### src/rtl/btn_pulse_gen.sv
// Debounced push-button front end: two-flop synchronizer, debounce FSM, registered press/release pulses.
// Define BTN_RELEASE_PULSE_EN to build the release_pulse flop; otherwise release_pulse is tied to 0.
module btn_pulse_gen #(
  parameter int DEBOUNCE_CYCLES = 1000000,
  parameter int CNT_W           = 20
) (
  input  logic clock_100Mhz,
  input  logic reset,
  input  logic btn_in,
  output logic btn_level,
  output logic press_pulse,
  output logic release_pulse
);

  typedef enum logic [1:0] {
    IDLE,
    DB_PRESS,
    PRESSED,
    DB_RELEASE
  } state_t;

  localparam logic [CNT_W-1:0] CNT_LAST = CNT_W'(DEBOUNCE_CYCLES - 1);
  localparam logic [CNT_W-1:0] CNT_ONE  = CNT_W'(1);

  state_t           state_q, state_d;
  logic [CNT_W-1:0] cnt_q, cnt_d;
  logic             sync1_q, sync1_d;
  logic             sync2_q, sync2_d;
  logic             btn_level_q, btn_level_d;
  logic             press_pulse_q, press_pulse_d;
`ifdef BTN_RELEASE_PULSE_EN
  logic             release_pulse_q, release_pulse_d;
`endif

  // The shared counter is cleared on every exit from a debounce state, so it never wraps.
  always_comb begin
    sync1_d       = btn_in;
    sync2_d       = sync1_q;
    state_d       = state_q;
    cnt_d         = cnt_q;
    btn_level_d   = btn_level_q;
    press_pulse_d = 1'b0;
`ifdef BTN_RELEASE_PULSE_EN
    release_pulse_d = 1'b0;
`endif
    case (state_q)
      IDLE: begin
        if (sync2_q) begin
          state_d = DB_PRESS;
          cnt_d   = '0;
        end
      end
      DB_PRESS: begin
        if (!sync2_q) begin
          state_d = IDLE;
          cnt_d   = '0;
        end else if (cnt_q == CNT_LAST) begin
          state_d       = PRESSED;
          cnt_d         = '0;
          btn_level_d   = 1'b1;
          press_pulse_d = 1'b1;
        end else begin
          cnt_d = cnt_q + CNT_ONE;
        end
      end
      PRESSED: begin
        if (!sync2_q) begin
          state_d = DB_RELEASE;
          cnt_d   = '0;
        end
      end
      DB_RELEASE: begin
        if (sync2_q) begin
          state_d = PRESSED;
          cnt_d   = '0;
        end else if (cnt_q == CNT_LAST) begin
          state_d     = IDLE;
          cnt_d       = '0;
          btn_level_d = 1'b0;
`ifdef BTN_RELEASE_PULSE_EN
          release_pulse_d = 1'b1;
`endif
        end else begin
          cnt_d = cnt_q + CNT_ONE;
        end
      end
      default: begin
        state_d = IDLE;
        cnt_d   = '0;
      end
    endcase
  end

  always_ff @(posedge clock_100Mhz) begin
    if (!reset) begin
      state_q       <= IDLE;
      cnt_q         <= '0;
      sync1_q       <= 1'b0;
      sync2_q       <= 1'b0;
      btn_level_q   <= 1'b0;
      press_pulse_q <= 1'b0;
    end else begin
      state_q       <= state_d;
      cnt_q         <= cnt_d;
      sync1_q       <= sync1_d;
      sync2_q       <= sync2_d;
      btn_level_q   <= btn_level_d;
      press_pulse_q <= press_pulse_d;
    end
  end

`ifdef BTN_RELEASE_PULSE_EN
  always_ff @(posedge clock_100Mhz) begin
    if (!reset) begin
      release_pulse_q <= 1'b0;
    end else begin
      release_pulse_q <= release_pulse_d;
    end
  end

  assign release_pulse = release_pulse_q;
`else
  assign release_pulse = 1'b0;
`endif

  assign btn_level   = btn_level_q;
  assign press_pulse = press_pulse_q;

endmodule

### config.mk
export PLATFORM = sky130hd
export DESIGN_NAME = btn_pulse_gen
export DESIGN_NICKNAME = d
export VERILOG_FILES = /design/src/rtl/btn_pulse_gen.sv
export SDC_FILE = /design/constraint.sdc
export NUM_CORES = 1
export LEC_CHECK = 0
export BUFFER_PORTS_ARGS = -buffer_cell sky130_fd_sc_hd__buf_2
export CAP_MARGIN = 20
export CELL_PAD_IN_SITES_DETAIL_PLACEMENT = 2
export CELL_PAD_IN_SITES_GLOBAL_PLACEMENT = 2
export CORE_MARGIN = 2
export CORE_UTILIZATION = 33
export CTS_CLUSTER_DIAMETER = 30
export DETAILED_ROUTE_END_ITERATION = 10
export PLACE_DENSITY_LB_ADDON = 0.1
export SYNTH_ARGS = -nofsm -noshare
export SYNTH_HDL_FRONTEND = slang
export SYNTH_SLANG_ARGS = --single-unit
### constraint.sdc
create_clock -name clock_100Mhz -period 1.7 [get_ports clock_100Mhz]
set_input_delay 0.17 -clock clock_100Mhz [delete_from_list [all_inputs] [get_ports clock_100Mhz]]
set_output_delay 0.17 -clock clock_100Mhz [all_outputs]
set_load 0.02 [all_outputs]
==> reports/metrics.csv <==
stage;metric;value;unit
place;place_hpwl;3290;µm
global_routing;grt_max_degree;15;
drt;finalWirelength;5450;µm
sta;slew_violations;0;
power;power_density;561;nW/µm²
cells_and_area;drive_gt1_frac;0.468;
synthesis;synthArstFlopShare;0;
sta;max_freq;542;MHz
setup_path;path_class;reg -> reg;
flow_run;maxCapViolations;0;
synthesis;synth_mux_area_frac;0.0225;
setup_path;crit_required;1910;ps
clocking;clk_pin_slew_worst_paths;100;ps
power;cellLeakagePower;0.795;nW
setup_path;crit-reg2reg-launch;cnt_q[14];
sta;setup_slack;-147;ps
global_routing;grt_pass1_vias;1568;
hold_path;min_path_type;in -> reg;
synthesis;synth-simple-area-share;0.265;
place;routabilityCongestion;0.780;
floorplanning;die_y;67.5;µm
clocking;clockRootBuffer;clkbuf_8;
clocking;cts_tree;yes;
sta;layout_min_cycle_time;1850;ps
synthesis;synth_area_leader_cell;dfxtp_1;
synthesis;synth_compound_area_frac;0.227;
clocking;insertion_delay;280;ps
global_routing;grt_pass1_wl;8000;µm
global_routing;antenna_found_initial;0;
synthesis;synth_top_area_frac;0.391;
global_routing;grt-ovfl-total;0;
sta;worstMarginPinSlew;835;ps
drt;drc_errors;0;
setup_path;cp.arrival;2050;ps
clocking;numCtsBuffers;3;
floorplanning;initial_utilization;0.338;
sta;setup_viol;18;
run_status;status;finished with violations;
synthesis;synth_nets;155;
cells_and_area;n_antenna_cell;0;
setup_path;crit_start;cnt_q[14];
cells_and_area;final_nets;210;
sta;clock_skew;11.0;ps
synthesis;synth_top_cells_by_count;26 x dfxtp_1, 14 x a21oi_1, 12 x nand3_1;
drt;dr.pass1.iters;4;
sta;slew_headroom;0.440;
synthesis;syn_area_per_cell;8.82;µm²
cells_and_area;fillers;431;
floorplanning;die_x;67.5;µm
floorplanning;die_area;4560;µm²
drt;vias;1427;
setup_path;cp-start-kind;flop;
synthesis;synth-main-ff-cell;dfxtp_1;
drt;drtAntennaViolNets;0;
run_status;violations;negative setup slack;
synthesis;syn_area;1330;µm²
sta;period_share;1.09;
sta;holdWs;101;ps
cells_and_area;area_growth;49.7;%
synthesis;synth_top_family_by_area;simple AND/OR/NAND/NOR gates;
cells_and_area;utilization;0.506;
clocking;cts_sinks;26;
drt;post_drt_wl_per_cell;21.4;µm
synthesis;yosysWarnings;0;
synthesis;synth_edf_count;0;
sta;final_hold_viol_count;0;
setup_path;r2r_setup_slack;-150;ps
place;port_buffers;4;
synthesis;synth.distinct_cells;45;
setup_path;critPathCaptureType;flop;
drt;viasPerCell;5.60;
clocking;htree_levels;1;
synthesis;ys_seq_elements;26;
sta;rsz0062_at_grt;yes;
floorplanning;rows;23;
floorplanning;core;3940;µm²
global_routing;grt.total_usage;0.242;
synthesis;synthXorXnorAreaFrac;0.0197;
setup_path;cp_max_fo;6;
synthesis;yosys.area_share.adder;0.00939;
synthesis;synthCells;151;
drt;drt_iter0_markers;37;
clocking;cts_buffer_depth;2;
hold_path;hold_start;btn_in;
floorplanning;ios;6;
synthesis;synth_most_common_cell;dfxtp_1;
clocking;hold_buffers;0;
power;ir_drop;0.000315;V
synthesis;synthTopCellsByArea;dfxtp_1 39%, a21oi_1 5.3%, nand3_1 4.5%;
synthesis;seq_area_frac_synth;0.391;
-- power breakdown --
group	switching (mW)	internal (mW)	total (mW)
clock	0.209	0.208	0.417
sequential	0.00456	0.614	0.618
combinational	0.0497	0.0339	0.0836
total	0.263	0.856	1.12
-- metrics by stage --
| step | setup slack [ps] | setup TNS (ps) | cells | cell area, µm² | total power [mW] |
|---|---|---|---|---|---|
| after detailed placement | -343 | -2830 | 242 | 1730 | 0.700 |
| after global placement | -168 | -1180 | 242 | 1730 | 0.696 |
| after floorplan | -126 | -796 | 151 | 1380 | 0.668 |
| final | -147 | -1590 | 255 | 1990 | 1.12 |
| after CTS | -127 | -1140 | 253 | 1910 | 1.12 |
| after global routing | -255 | -3220 | 255 | 1990 | 1.16 |
-- worst paths after layout --
| kind | endpoint | cells past startpoint |
|---|---|---|
| max reg2reg | cnt_q[7] | 6 |
| min | sync1_q | 2 |
| max | cnt_q[7] | 6 |
| min reg2reg | sync2_q | 1 |
-- area by class of cell --
| type | instances | area [µm²] | share of cell area |
|---|---|---|---|
| tap | 50 | 62.6 | 0.0314 |
| inverter | 7 | 26.3 | 0.0132 |
| sequential | 26 | 527 | 0.264 |
| multi-input combinational | 112 | 893 | 0.448 |
| clock buffer | 4 | 55.1 | 0.0276 |
| timing repair buffer | 56 | 430 | 0.216 |
-- logic make-up (layout without fill, tap and decap cells) --
group / count (synthesis) / count (layout)
xor+xnor: 3 / 3
compound gates: 44 / 44
flops: 26 / 26
buf+inv: 13 / 67
mux: 3 / 3
fa+ha+maj: 1 / 1
simple gates: 60 / 60
other cells: 1 / 1
-- cell usage in the layout (no fill, tap or decap), drive strengths merged, types with 2 or more instances in the layout --
| cell | synthesis | routed |
|---|---|---|
| a22o | 2 | 2 |
| and3 | 7 | 7 |
| xnor2 | 2 | 2 |
| nand3 | 13 | 13 |
| clkbuf | 1 | 4 |
| buf | 5 | 56 |
| nor3 | 2 | 2 |
| dfxtp | 26 | 26 |
| a21oi | 14 | 14 |
| a211o | 2 | 2 |
| and2 | 3 | 3 |
| nand4 | 4 | 4 |
| nand2 | 10 | 10 |
| a31oi | 8 | 8 |
| mux2i | 3 | 3 |
| nor4 | 3 | 3 |
| a41oi | 4 | 4 |
| inv | 7 | 7 |
| nor2 | 9 | 9 |
| o21ai | 7 | 7 |
-- critical path, stage by stage (launching register included) --
cell and delay, ps:
dfxtp_2 340, nor4bb_4 150, and4b_4 230, a2111oi_4 440, buf_6 200, or2b_1 240
a31oi_1 170
-- layer usage --
metal,GRT usage,share of wire
met1,0.287,0.43
met5,0,0
met2,0.442,0.53
met3,0.0317,0.016
met4,0.0816,0.016
-- what timing repair did --
action | CTS | global route
cloned | 1 | 1
endpoints found under the hold margin | 0 | 0
gates resized for setup | 18 | 17
setup endpoints to repair | 22 | 20
pin swaps | 7 | 15
setup buffers | 7 | 2
-- sequential cells by signal (all words and copies together), names as in the netlist, named ones only --
register     cells
btn_level        1
cnt_q           20
press_pulse      1
state_q          1
sync1_q          1
sync2_q          1
Power figures use the tool's default switching activity.
